$ cat src/rtl/lighting_pkg.sv
// Shared types and defaults for the lamp/mode controller.
package lighting_pkg;

  typedef enum logic [1:0] {
    AUTO_OFF   = 2'd0,
    AUTO_ON    = 2'd1,
    MANUAL_OFF = 2'd2,
    MANUAL_ON  = 2'd3
  } state_t;

  localparam int DEFAULT_AUTO_SHUTDOWN_T = 30000;
  localparam int DEFAULT_CNT_W           = 16;

endpackage

$ cat src/rtl/edge_pulse.sv
// One-bit rising-edge detector: a level held high yields a single-cycle event.
module edge_pulse (
  input  logic clk,
  input  logic rst,
  input  logic din,
  output logic ev
);

  logic q_reg;

  always_ff @(posedge clk or posedge rst) begin
    if (rst) begin
      q_reg <= 1'b0;
    end else begin
      q_reg <= din;
    end
  end

  assign ev = din & ~q_reg;

endmodule

$ cat src/rtl/lighting_mode_ctrl.sv
// Lamp/mode controller: long press toggles AUTO/MANUAL, short press toggles the
// lamp in MANUAL, AUTO follows presence with a hold-off timer.
module lighting_mode_ctrl
  import lighting_pkg::*;
#(
  parameter int AUTO_SHUTDOWN_T = DEFAULT_AUTO_SHUTDOWN_T,
  parameter int CNT_W           = DEFAULT_CNT_W
) (
  input  logic clk,
  input  logic rst,
  input  logic a_pulse,
  input  logic b_pulse,
  input  logic presence,
  output logic lamp,
  output logic mode_auto
);

  localparam logic [CNT_W-1:0] CNT_LAST = CNT_W'(AUTO_SHUTDOWN_T - 1);

  logic             a_ev;
  logic             b_ev;
  state_t           state_reg;
  state_t           state_next;
  logic [CNT_W-1:0] cnt_reg;
  logic [CNT_W-1:0] cnt_next;

  edge_pulse u_edge_a (
    .clk (clk),
    .rst (rst),
    .din (a_pulse),
    .ev  (a_ev)
  );

  edge_pulse u_edge_b (
    .clk (clk),
    .rst (rst),
    .din (b_pulse),
    .ev  (b_ev)
  );

  always_ff @(posedge clk or posedge rst) begin
    if (rst) begin
      state_reg <= AUTO_OFF;
      cnt_reg   <= '0;
    end else begin
      state_reg <= state_next;
      cnt_reg   <= cnt_next;
    end
  end

  // Mode event wins over everything; a toggle keeps the lamp level.
  always_comb begin
    state_next = state_reg;
    unique case (state_reg)
      AUTO_OFF: begin
        if (a_ev)          state_next = MANUAL_OFF;
        else if (presence) state_next = AUTO_ON;
      end
      AUTO_ON: begin
        if (a_ev)                                state_next = MANUAL_ON;
        else if (!presence && cnt_reg == CNT_LAST) state_next = AUTO_OFF;
      end
      MANUAL_OFF: begin
        if (a_ev)      state_next = AUTO_OFF;
        else if (b_ev) state_next = MANUAL_ON;
      end
      MANUAL_ON: begin
        if (a_ev)      state_next = AUTO_ON;
        else if (b_ev) state_next = MANUAL_OFF;
      end
      default: state_next = AUTO_OFF;
    endcase
  end

  // Hold counter saturates at the last hold cycle; the FSM leaves AUTO_ON there.
  always_comb begin
    cnt_next = cnt_reg;
    if (presence || state_reg != AUTO_ON) begin
      cnt_next = '0;
    end else if (cnt_reg != CNT_LAST) begin
      cnt_next = cnt_reg + CNT_W'(1);
    end
  end

  assign lamp      = (state_reg == AUTO_ON)  || (state_reg == MANUAL_ON);
  assign mode_auto = (state_reg == AUTO_OFF) || (state_reg == AUTO_ON);

endmodule

$ cat config.mk
export PLATFORM = sky130hd
export DESIGN_NAME = lighting_mode_ctrl
export DESIGN_NICKNAME = d
export VERILOG_FILES = /design/src/rtl/lighting_pkg.sv /design/src/rtl/edge_pulse.sv /design/src/rtl/lighting_mode_ctrl.sv
export SDC_FILE = /design/constraint.sdc
export NUM_CORES = 1
export LEC_CHECK = 0
export CAP_MARGIN = 0
export CORE_MARGIN = 10
export CORE_UTILIZATION = 55
export CTS_BUF_LIST = sky130_fd_sc_hd__clkbuf_4 sky130_fd_sc_hd__clkbuf_8
export DETAILED_ROUTE_END_ITERATION = 10
export PLACE_DENSITY = 0.85
export SYNTH_ARGS = -nofsm -noshare
export SYNTH_HDL_FRONTEND = slang
export SYNTH_SLANG_ARGS = --single-unit
$ cat constraint.sdc
create_clock -name clk -period 4 [get_ports clk]
set_clock_uncertainty 0.15 [all_clocks]
set_input_delay 0.8 -clock clk [delete_from_list [all_inputs] [get_ports clk]]
set_output_delay 0.8 -clock clk [all_outputs]
set_load 0.1 [all_outputs]
==> metrics.md <==
| Metric | Value |
|---|---|
| Worst-Margin Slew | 0.968 ns |
| CP Launch Type | flip-flop |
| Clock sinks | 20 |
| Fin worst setup slack | 1.08 ns |
| Row cnt | 15 |
| WL met2 | 963 µm |
| # setup viols final | 0 |
| Area of the multi-input gates | 497 µm² |
| R2R Path End | cnt_reg[0] |
| WP data required | 3.05 ns |
| YS warnings | 0 |
| Synthesized Nets | 109 |
| Reg2Reg Depth | 4 |
| PortBufs | 6 |
| Avg Inst Size Synth | 9.95 µm² |
| Slowest-stage cell, CP | clkdlybuf4s50_1 |
| Core ar. | 1750 µm² |
| Clock-pin slew on the worst setup and hold paths | 0.10 ns |
| Commonest non-fill, non-tap cell in the layout | dfrtp_1 |
| Area growth from synthesis to layout | 11.2% |
| Starting Density | 58.7% |
| Final net count | 117 |
| Die Y | 63.2 µm |
| Min Tclk post-route | 2.92 ns |
| Crit path depth | 2 |
| Vias post-DR | 784 |
| Die Wd | 63.2 µm |
| Netlist cell types | 28 |
| RSZ-0062 raised after global routing | false |
| Critical Setup Path Class | reg2out |
| Fin Setup TNS | 0 ns |
| 1st-pass router iterations | 4 |
| Max-slew violations | 0 |
| Max reg flops | 16 |
| Peak VDD IR | 0.400 mV |
| Final HPWL DP | 1380 µm |
| Final worst path period share | 73.1% |
| Met3 wire length | 56 µm |
| Mapped cell area | 1020 µm² |
| Number of global-route vias before repair | 782 |
| First-pass GRT wire length | 3450 µm |
| Hold Vio Cnt, Final | 0 |
| Wire length per cell | 14.8 µm |
| Worst R2R Setup Slack | 2.30 ns |
| Largest net degree at the start of global routing | 21 |
| R2R Path Start | cnt_reg[7] |
| Global route overflow | 0 |
| Crit path max-delay family | buffers and inverters |
| Pwr dens | 445 nW/µm² |
| Peak fanout along the critical path | 4 |
| Pre-CTS setup slack | 1.41 ns |
| Worst setup path start | state_reg[1] |
| Post-Synthesis Cells | 103 |
| Worst hold path class | reg2reg |
| Diodes inserted | 0 |
| Outcome | completed |
| Max Fclk | 0.342 GHz |
| Final WL | 2000 µm |
| Initial antenna violation count | 0 |
| Routed vias/inst | 5.81 |
| CTS tree | done |
| Fillers | 155 |
| Storage element area | 500 µm² |
| Htree depth | 1 |
| Sequential element share of the synthesized area | 48.8% |
| Max-cap violations | 0 |
| Worst-Skew Late Latency | 0.30 ns |
| Residual DRC | 0 |
| Post CTS Setup Buffer Count | 0 |
| Share of cells above drive strength 1 | 8.18% |
| Commonest non-fill, non-tap cells in the layout | 20 x dfrtp_1, 13 x nor2_1, 10 x xnor2_1 |
| End point of the critical path | mode_auto |
| Clock tree buffer depth | 2 |
| Seq cells post-synth | 20 |
| Pwr Total | 507 µW |
| Gpl congestion | 0.812 |
| DR top layer | met4 |
| Critical path arrival | 1.97 ns |
| Starting DRT DRC Count | 16 |
| DP Area | 1100 µm² |
| Cts hold-fix bufs | 0 |
| I/O Pins | 7 |
| Post-DRT Antenna Nets | 0 |
| Crit-path cells | inv_1, clkdlybuf4s50_1 |
| Design Area, Final | 1140 µm² |
| Slowest stage delay, CP | 1.14 ns |
| Worst Path Buf+Inv | 2 |
| Die area | 3990 µm² |
| CTS Buf Count | 3 |
| Post-CTS sizing | 0 |
| Relative slew slack | 35.2% |
| Metal-1 WL | 943 µm |
| Worst Setup End Kind | output pin |
| All-layer global routing usage | 10.5% |
| LEAKAGE | 0.000447 µW |
| Clock Tree Root | clkbuf_4 |
[layout make-up]
cell class              count  area share, %
well taps                  25           2.74
multi-input cells          76           43.6
inverters                   4           1.32
flip-flops and latches     20           43.9
clock buffers               4           3.18
repair buffers              6           5.27
[cells in the mapped netlist]
master	number	area share, %
nor3_1	6	2.9
and3_1	3	1.8
xor2_1	1	0.85
nor4_2	4	4.9
o211ai_1	1	0.73
dfrtp_1	20	49
a21oi_1	5	2.4
nor2b_1	1	0.61
nand3_1	8	3.9
clkbuf_1	2	0.73
inv_1	4	1.5
nand2_1	5	1.8
nor4bb_1	2	2.0
buf_2	1	0.49
nand4_1	3	1.8
xnor2_1	10	8.5
and4bb_1	1	1.2
a31oi_1	1	0.61
or3_1	2	1.2
nand4_4	1	2.1
nor2_1	13	4.8
ha_1	1	1.2
nor3b_1	1	0.73
nand2b_1	1	0.61
nor4b_1	1	0.85
o21ai_0	3	1.5
and2_1	1	0.61
a21o_1	1	0.73
[worst min-delay path, cell delays in order, from the launching register on]
cell and delay, ns:
dfrtp_1 0.34, nor2b_1 0.08, xnor2_1 0.13
[logic make-up (layout without fill, tap and decap cells)]
group           count (synthesis)  in the layout  share of synthesized area [%]
buf+inv                         7             14                           2.69
flops                          20             20                           48.8
compound gates                 11             11                           5.98
fa+ha+maj                       1              1                           1.22
xor+xnor                       11             11                           9.40
simple gates                   53             53                           31.9
[per-stage QoR]
step | util (%) | hold slack [ns] | instances
after CTS | 65.3 | 0.423 | 135
after global routing | 65.3 | 0.452 | 135
after detailed placement | 63.2 | 0.407 | 131
final | 65.3 | 0.424 | 135
after global placement | 63.2 | 0.393 | 131
after floorplan | - | 0.361 | 103
[worst min-delay path by stage]
stage,cells after the start,from,end,slack (ns)
after global routing,2,u_edge_a.q_reg,state_reg[1],0.45
after CTS,2,cnt_reg[15],cnt_reg[15],0.42
final,2,u_edge_a.q_reg,state_reg[1],0.42
after global placement,2,cnt_reg[15],cnt_reg[15],0.39
after floorplan,2,cnt_reg[15],cnt_reg[15],0.36
after detailed placement,2,cnt_reg[15],cnt_reg[15],0.41
[per-layer routing]
metal / track usage, % / up-vias
li1: - / 385
met1: 12.3 / 379
met2: 17.9 / 15
met3: 2.65 / 5
met4: 4.19 / 0
met5: 0 / -
[where the power goes]
| group | switching (µW) | leakage (µW) | total, µW | internal (µW) |
|---|---|---|---|---|
| clock | 58.2 | 0.0000210 | 114 | 55.6 |
| sequential | 18.0 | 0.000269 | 235 | 217 |
| combinational | 118 | 0.000157 | 157 | 39.9 |
No activity file was read; power rests on OpenSTA's default activity.
